<file path="src/rtl/alu_share_arbiter.sv">
// Round-robin arbiter that shares one DATA_W-bit ALU between NUM_REQ requesters.
// A granted request is executed in a registered stage and returned as a tagged response.
module alu_share_arbiter #(
  parameter int NUM_REQ = 4,
  parameter int DATA_W  = 8,
  parameter int ID_W    = 2
) (
  input  logic                      clk,
  input  logic                      rst_n,
  input  logic [NUM_REQ-1:0]        req_valid,
  output logic [NUM_REQ-1:0]        req_ready,
  input  logic [NUM_REQ*DATA_W-1:0] req_a,
  input  logic [NUM_REQ*DATA_W-1:0] req_b,
  input  logic [NUM_REQ*2-1:0]      req_op,
  output logic                      rsp_valid,
  input  logic                      rsp_ready,
  output logic [ID_W-1:0]           rsp_id,
  output logic [DATA_W:0]           rsp_result,
  output logic                      busy
);

  typedef enum logic [1:0] {IDLE, EXEC, RESP} state_t;

  state_t state, state_next;

  logic [ID_W-1:0]      last_grant;
  logic [ID_W-1:0]      winner;
  logic [ID_W:0]        shamt;
  logic [2*NUM_REQ-1:0] dbl_valid;
  logic [2*NUM_REQ-1:0] dbl_grant;
  logic [NUM_REQ-1:0]   rot_valid;
  logic [NUM_REQ-1:0]   rot_grant;
  logic [NUM_REQ-1:0]   pick;
  logic                 grant;
  logic [DATA_W-1:0]    sel_a, sel_b;
  logic [1:0]           sel_op;
  logic [DATA_W-1:0]    a_q, b_q;
  logic [1:0]           op_q;
  logic [DATA_W:0]      alu_out;

  // Rotate so bit 0 is the requester after last_grant, take the lowest set bit,
  // then rotate back; the doubled vectors make the wrap-around free.
  assign shamt     = {1'b0, last_grant} + (ID_W+1)'(1);
  assign dbl_valid = {req_valid, req_valid} >> shamt;
  assign rot_valid = dbl_valid[NUM_REQ-1:0];
  assign rot_grant = rot_valid & (~rot_valid + NUM_REQ'(1));
  assign dbl_grant = {{NUM_REQ{1'b0}}, rot_grant} << shamt;
  assign pick      = dbl_grant[NUM_REQ-1:0] | dbl_grant[2*NUM_REQ-1:NUM_REQ];

  always_comb begin
    winner = '0;
    sel_a  = '0;
    sel_b  = '0;
    sel_op = '0;
    for (int unsigned i = 0; i < NUM_REQ; i++) begin
      if (pick[i]) begin
        winner = ID_W'(i);
        sel_a  = req_a[i*DATA_W +: DATA_W];
        sel_b  = req_b[i*DATA_W +: DATA_W];
        sel_op = req_op[i*2 +: 2];
      end
    end
  end

  assign grant     = (state == IDLE) && (|req_valid);
  assign req_ready = (state == IDLE) ? pick : '0;
  assign rsp_valid = (state == RESP);
  assign busy      = (state != IDLE);

  always_ff @(posedge clk or negedge rst_n) begin
    if (!rst_n) state <= IDLE;
    else        state <= state_next;
  end

  always_comb begin
    state_next = state;
    unique case (state)
      IDLE:    if (|req_valid) state_next = EXEC;
      EXEC:    state_next = RESP;
      RESP:    if (rsp_ready) state_next = IDLE;
      default: state_next = IDLE;
    endcase
  end

  always_comb begin
    alu_out = '0;
    unique case (op_q)
      2'b00: alu_out = {1'b0, a_q} + {1'b0, b_q};
      2'b01: alu_out = {1'b0, a_q} - {1'b0, b_q};
      2'b10: alu_out = {1'b0, a_q & b_q};
      2'b11: alu_out = {1'b0, a_q | b_q};
      default: alu_out = '0;
    endcase
  end

  always_ff @(posedge clk or negedge rst_n) begin
    if (!rst_n) begin
      last_grant <= ID_W'(NUM_REQ-1);
      a_q        <= '0;
      b_q        <= '0;
      op_q       <= '0;
      rsp_id     <= '0;
      rsp_result <= '0;
    end else begin
      if (grant) begin
        a_q        <= sel_a;
        b_q        <= sel_b;
        op_q       <= sel_op;
        rsp_id     <= winner;
        last_grant <= winner;
      end
      if (state == EXEC) rsp_result <= alu_out;
    end
  end

endmodule
</file>
<file path="config.mk">
export PLATFORM = sky130hd
export DESIGN_NAME = alu_share_arbiter
export DESIGN_NICKNAME = d
export VERILOG_FILES = /design/src/rtl/alu_share_arbiter.sv
export SDC_FILE = /design/constraint.sdc
export NUM_CORES = 1
export LEC_CHECK = 0
export BUFFER_PORTS_ARGS = -buffer_cell sky130_fd_sc_hd__buf_2
export CELL_PAD_IN_SITES_DETAIL_PLACEMENT = 2
export CELL_PAD_IN_SITES_GLOBAL_PLACEMENT = 2
export CORE_AREA = 4 4 111 92
export DETAILED_ROUTE_END_ITERATION = 8
export DIE_AREA = 0 0 115 96
export PLACE_DENSITY_LB_ADDON = 0.1
export SLEW_MARGIN = 25
export SYNTH_ARGS = -nofsm -noshare
export SYNTH_HDL_FRONTEND = slang
export SYNTH_SLANG_ARGS = --single-unit
</file>
<file path="constraint.sdc">
create_clock -name clk -period 10.09 [get_ports clk]
set_input_delay 3.027 -clock clk [delete_from_list [all_inputs] [get_ports clk]]
set_output_delay 3.027 -clock clk [all_outputs]
set_load 0.1 [all_outputs]
</file>
Yosys cells after proc, flatten, opt, wreduce, memory -nomap -nowiden:

Index checks and enable logic that the tools add are counted.

* mux-type cells: 20
* shift operators: 2
* add/sub/neg operators: 4
* equal/unequal tests: 7
* bitwise gates (word level): 5
* reduce and logical (&&, ||, !) cells: 6

Operators with widths (number)
* 8-bit 2-to-1 mux: 8
* 9-bit one-hot mux with 4 select lines: 1
* 2-bit 2-to-1 mux: 8
* 8-bit by 8-bit adder with 9-bit output: 1
* 8-bit by 8-bit subtractor with 9-bit output: 1
* 8-bit bitwise AND: 1
* 8-bit bitwise OR: 1
* 4-bit by 3-bit left shift with 8-bit output: 1
* 8-bit by 3-bit right shift with 4-bit output: 1
* 2-bit equality test, second input constant: 3
* 2-bit one-hot mux with 3 select lines: 1
* 4-bit by 1-bit adder with 4-bit output, second input constant: 1
* 4-bit bitwise AND: 1
* 2-bit by 1-bit equality test with 1-bit output, second input constant: 2
* 2-bit logical NOT: 2
* 4-bit 2-to-1 mux: 1
* 2-bit by 1-bit inequality test with 1-bit output, second input constant: 2
* 4-bit inverter: 1
* 4-bit bitwise OR: 1
* 4-bit OR reduction: 1
* 2-bit by 1-bit adder with 3-bit output, second input constant: 1
* 2-bit AND reduction: 1
* 2-bit nonzero test: 1
* 1-bit logical AND: 1
* 1-bit 2-to-1 mux: 1

* output and inout bits: 17
* word-level logic and storage cells: 51
* register bits after elaboration: 33

Longest topological paths before layout:

* word-level depth: 11
* mapped depth: 12

Worst setup path before layout:

OpenSTA, ideal clock, no wires.

* path kind: input -> output
* from: input port req_valid[3]
* to: output port req_ready[2]
* data arrival time: 5.698 ns
* stages on the path: 7
* path slack: 1.365 ns
* path through: buf_2 > or4b_1 > o21ai_1 > a221o_1 > o211a_1 > clkbuf_1 > nor2b_1

* word-level cells in the longest chain between the ends: 7

Ends and longest elaborated chain
* from (decl): line 10 `input logic [NUM_REQ-1:0] req_valid,`
* 8-bit by 3-bit right shift with 4-bit output *: line 44 `assign dbl_valid = {req_valid, req_valid} >> shamt;`
* 4-bit inverter: line 46 `assign rot_grant = rot_valid & (~rot_valid + NUM_REQ'(1));`
* 4-bit by 1-bit adder with 4-bit output: line 46
* 4-bit bitwise AND *: line 46
* 4-bit by 3-bit left shift with 8-bit output *: line 47 `assign dbl_grant = {{NUM_REQ{1'b0}}, rot_grant} << shamt;`
* 4-bit bitwise OR *: line 48 `assign pick = dbl_grant[NUM_REQ-1:0] | dbl_grant[2*NUM_REQ-1:NUM_REQ];`
* 4-bit 2-to-1 mux *: line 66 `assign req_ready = (state == IDLE) ? pick : '0;`
* to (decl): line 11 `output logic [NUM_REQ-1:0] req_ready,`

Mark *: on every way between the ends. The rest lies on a longest branch, timed or not.

Worst setup path in the final report:

* from: input port req_valid[3]
* to: output port req_ready[0]

The elaborated chain is that of the path after synthesis.

==> results.toml <==
[yosys]
ys_ff_latch = 33
syn_nets = 414
synth.most_common_cell = "nand2_1"
netlist_instances = 322
ys_async_sr_fraction_pct = 100
ys.warnings.count = 0
netlist.area_leader.share_pct = 28.8
yosysTopAreaCell = "dfrtp_1"
synth_common_cells = "40 x nand2_1, 31 x dfrtp_1, 31 x o21ai_0"
ys.flop_type = "dfrtp_1"
synth_seq_area_share_pct = 30.8
syn_area_um2 = 2690
ys_types = 45
synth_area_per_cell_um2 = 8.36
synth_edf_count = 0
synth_area_leaders = "dfrtp_1 29%, a221oi_1 5.9%, o21ai_0 5.8%"

[run]
maxCapViolations = 0

[critical_path]
worst_path_most_repeated_cell = "buf_2"
crit_start = "req_valid[3]"
crit_arrival_ns = 5.27
reg2reg_slack_ns = 6.89
path_max_fanout = 19
cp_slowest_cell = "a221o_1"
r2r_end = "rsp_result[8]$_DFFE_PN0N_"
path_class = "input port to primary output"
required_ns = 7.06
r2r_start = "op_q[0]$_DFFE_PN0P_"
slowest_delay_ns = 0.69
cp-start-kind = "input port"
r2r_cells = 9
crit_path_end_kind = "primary output"
endpoint = "req_ready[0]"
crit_chain = "buf_2 -> or4b_1 -> o21ai_1 -> and3b_1 -> a21oi_1 -> a221o_1 -> inv_2 -> buf_2"

[final_layout]
nFillCells = 1055
regArea_um2 = 828
layout.nets = 493
multiInputGateArea_um2 = 1640
diodes = 0
drive_gt1_share_pct = 30.1
area_growth_pct = 24.3

[cts]
cts_max_level = 2
cts_tree = "done"
cts-buffers-inserted = 5
cts.path.max_buffers = 2
hold_buffers = 0
clkSinkCount = 33
path_clk_slew_ns = 0.05
clock_latency_ns = 0.28
ctsResizeCount = 0
root_buffer = "clkbuf_16"
postCtsSetupBuffers = 0

[timing]
finalClockSkew_ns = 0.00720
tightest_slew_ns = 0.952
slew_violations = 0
fin_crit_sh_pct = 82.2
fin_tns_setup_ns = 0
hold_viol_final = 0
fmax_mhz = 121
max_slew_margin_pct = 36.5
rsz0062_at_grt = "false"
setup_viol = 0
min_period_ns = 8.30

[global_route]
antenna_found_initial = 2
grt_pass1_wl_mm = 16.0
grt_start_max_net_pins = 34
grt.total_usage_pct = 18.3
grt_pass1_vias = 2990
grt.overflow.total = 0

[route]
ant_nets = 0
dr.pass1.iters = 4
detail_route.wl_per_cell_um = 18.3
drtIter0Drc = 104
drc = 0
vias = 2729
viasPerCell = 5.28
routed_wl_mm = 9.45

[die]
rows = 31
dieHeight_um = 96
ios = 96
core_region_area_um2 = 9000
die_area_um2 = 11000
start_util_pct = 29.9
die_w_um = 115

[placement]
io_buffers = 95
dp_hpwl_mm = 7.41
gp_congestion = 0.787

[outcome]
status = "finished, final reports clean"

[min_path]
worst_hold_path_type = "flop to flop"
[flip-flops by register name, indices dropped and copies added (netlist names)]
name        flops
a_q             8
b_q             8
last_grant      2
op_q            2
rsp_id          2
rsp_result      9
state           2
[layer usage]
| metal | wire length [um] | global-route usage, % | up-vias |
|---|---|---|---|
| met4 | 64 | 3.42 | 4 |
| met1 | 4490 | 25.2 | 1322 |
| li1 | - | - | 1323 |
| met2 | 4340 | 30.0 | 72 |
| met5 | 25 | 0 | - |
| met3 | 538 | 3.90 | 8 |
[metrics by stage]
stage	cells	setup slack [ns]	util (%)	area (um^2)	hold WS, ns
4_1_cts	517	1.78	37.2	3350	0.480
6_report	517	1.79	37.2	3350	0.474
2_1_floorplan	322	1.37	-	2690	0.488
3_5_place_dp	509	1.78	35.6	3200	0.468
5_1_grt	517	1.62	37.2	3350	0.497
3_3_place_gp	509	1.79	35.6	3200	0.459
[worst max-delay path: cells and delay by family]
kind / cells / cell delay [ns]
compound gates: 3 / 0.85
buf+inv: 3 / 0.70
simple gates: 2 / 0.68
[how the worst min path moves through the flow]
stage                                            to                       from  depth (start not counted)  slack [ns]
after global placement    rsp_result[3]$_DFFE_PN0N_  rsp_result[3]$_DFFE_PN0N_                          2        0.46
after global routing      rsp_result[3]$_DFFE_PN0N_  rsp_result[3]$_DFFE_PN0N_                          2        0.50
after CTS                 rsp_result[3]$_DFFE_PN0N_  rsp_result[3]$_DFFE_PN0N_                          2        0.48
after detailed placement  rsp_result[3]$_DFFE_PN0N_  rsp_result[3]$_DFFE_PN0N_                          2        0.47
final                     rsp_result[3]$_DFFE_PN0N_  rsp_result[3]$_DFFE_PN0N_                          2        0.47
after floorplan                  a_q[0]$_DFFE_PN0P_         a_q[0]$_DFFE_PN0P_                          2        0.49
[cell usage in the layout, fill, tap and decap left out, types with 6 or more instances in the layout]
master    count
nor3_1        6
nor2_1       17
o221ai_2      9
o21ai_0      31
buf_2        95
nand2b_1      6
inv_1        27
a221oi_1     18
dfrtp_1      31
nand2_1      40
a21oi_1      14
ha_1         12
maj3_1        6
o21ai_1       6
o221ai_1      9
xnor2_1       7
[cell type report]
type / count / share of cell area, %
Clock buffer: 8 / 4.37
Inverter: 29 / 3.25
Multi-Input combinational cell: 236 / 48.9
Sequential cell: 33 / 24.7
Tap cell: 115 / 4.30
Timing Repair Buffer: 96 / 14.4
[kinds of logic (layout without fill, tap and decap cells)]
group                    count (synthesis)  after routing  share of synthesized area [%]
AO/OA/AOI/OAI                          104            104                           28.5
AND/OR/NAND/NOR                         95             95                           17.1
buffers and inverters                   53            133                           8.46
flip-flops                              33             33                           30.8
adder cells (fa/ha/maj)                 19             19                           8.55
XOR/XNOR                                12             12                           3.90
multiplexers                             6              6                           2.74
Power is not shown: default switching activity piles up to over one toggle a cycle in this logic, so the estimate is an artifact.
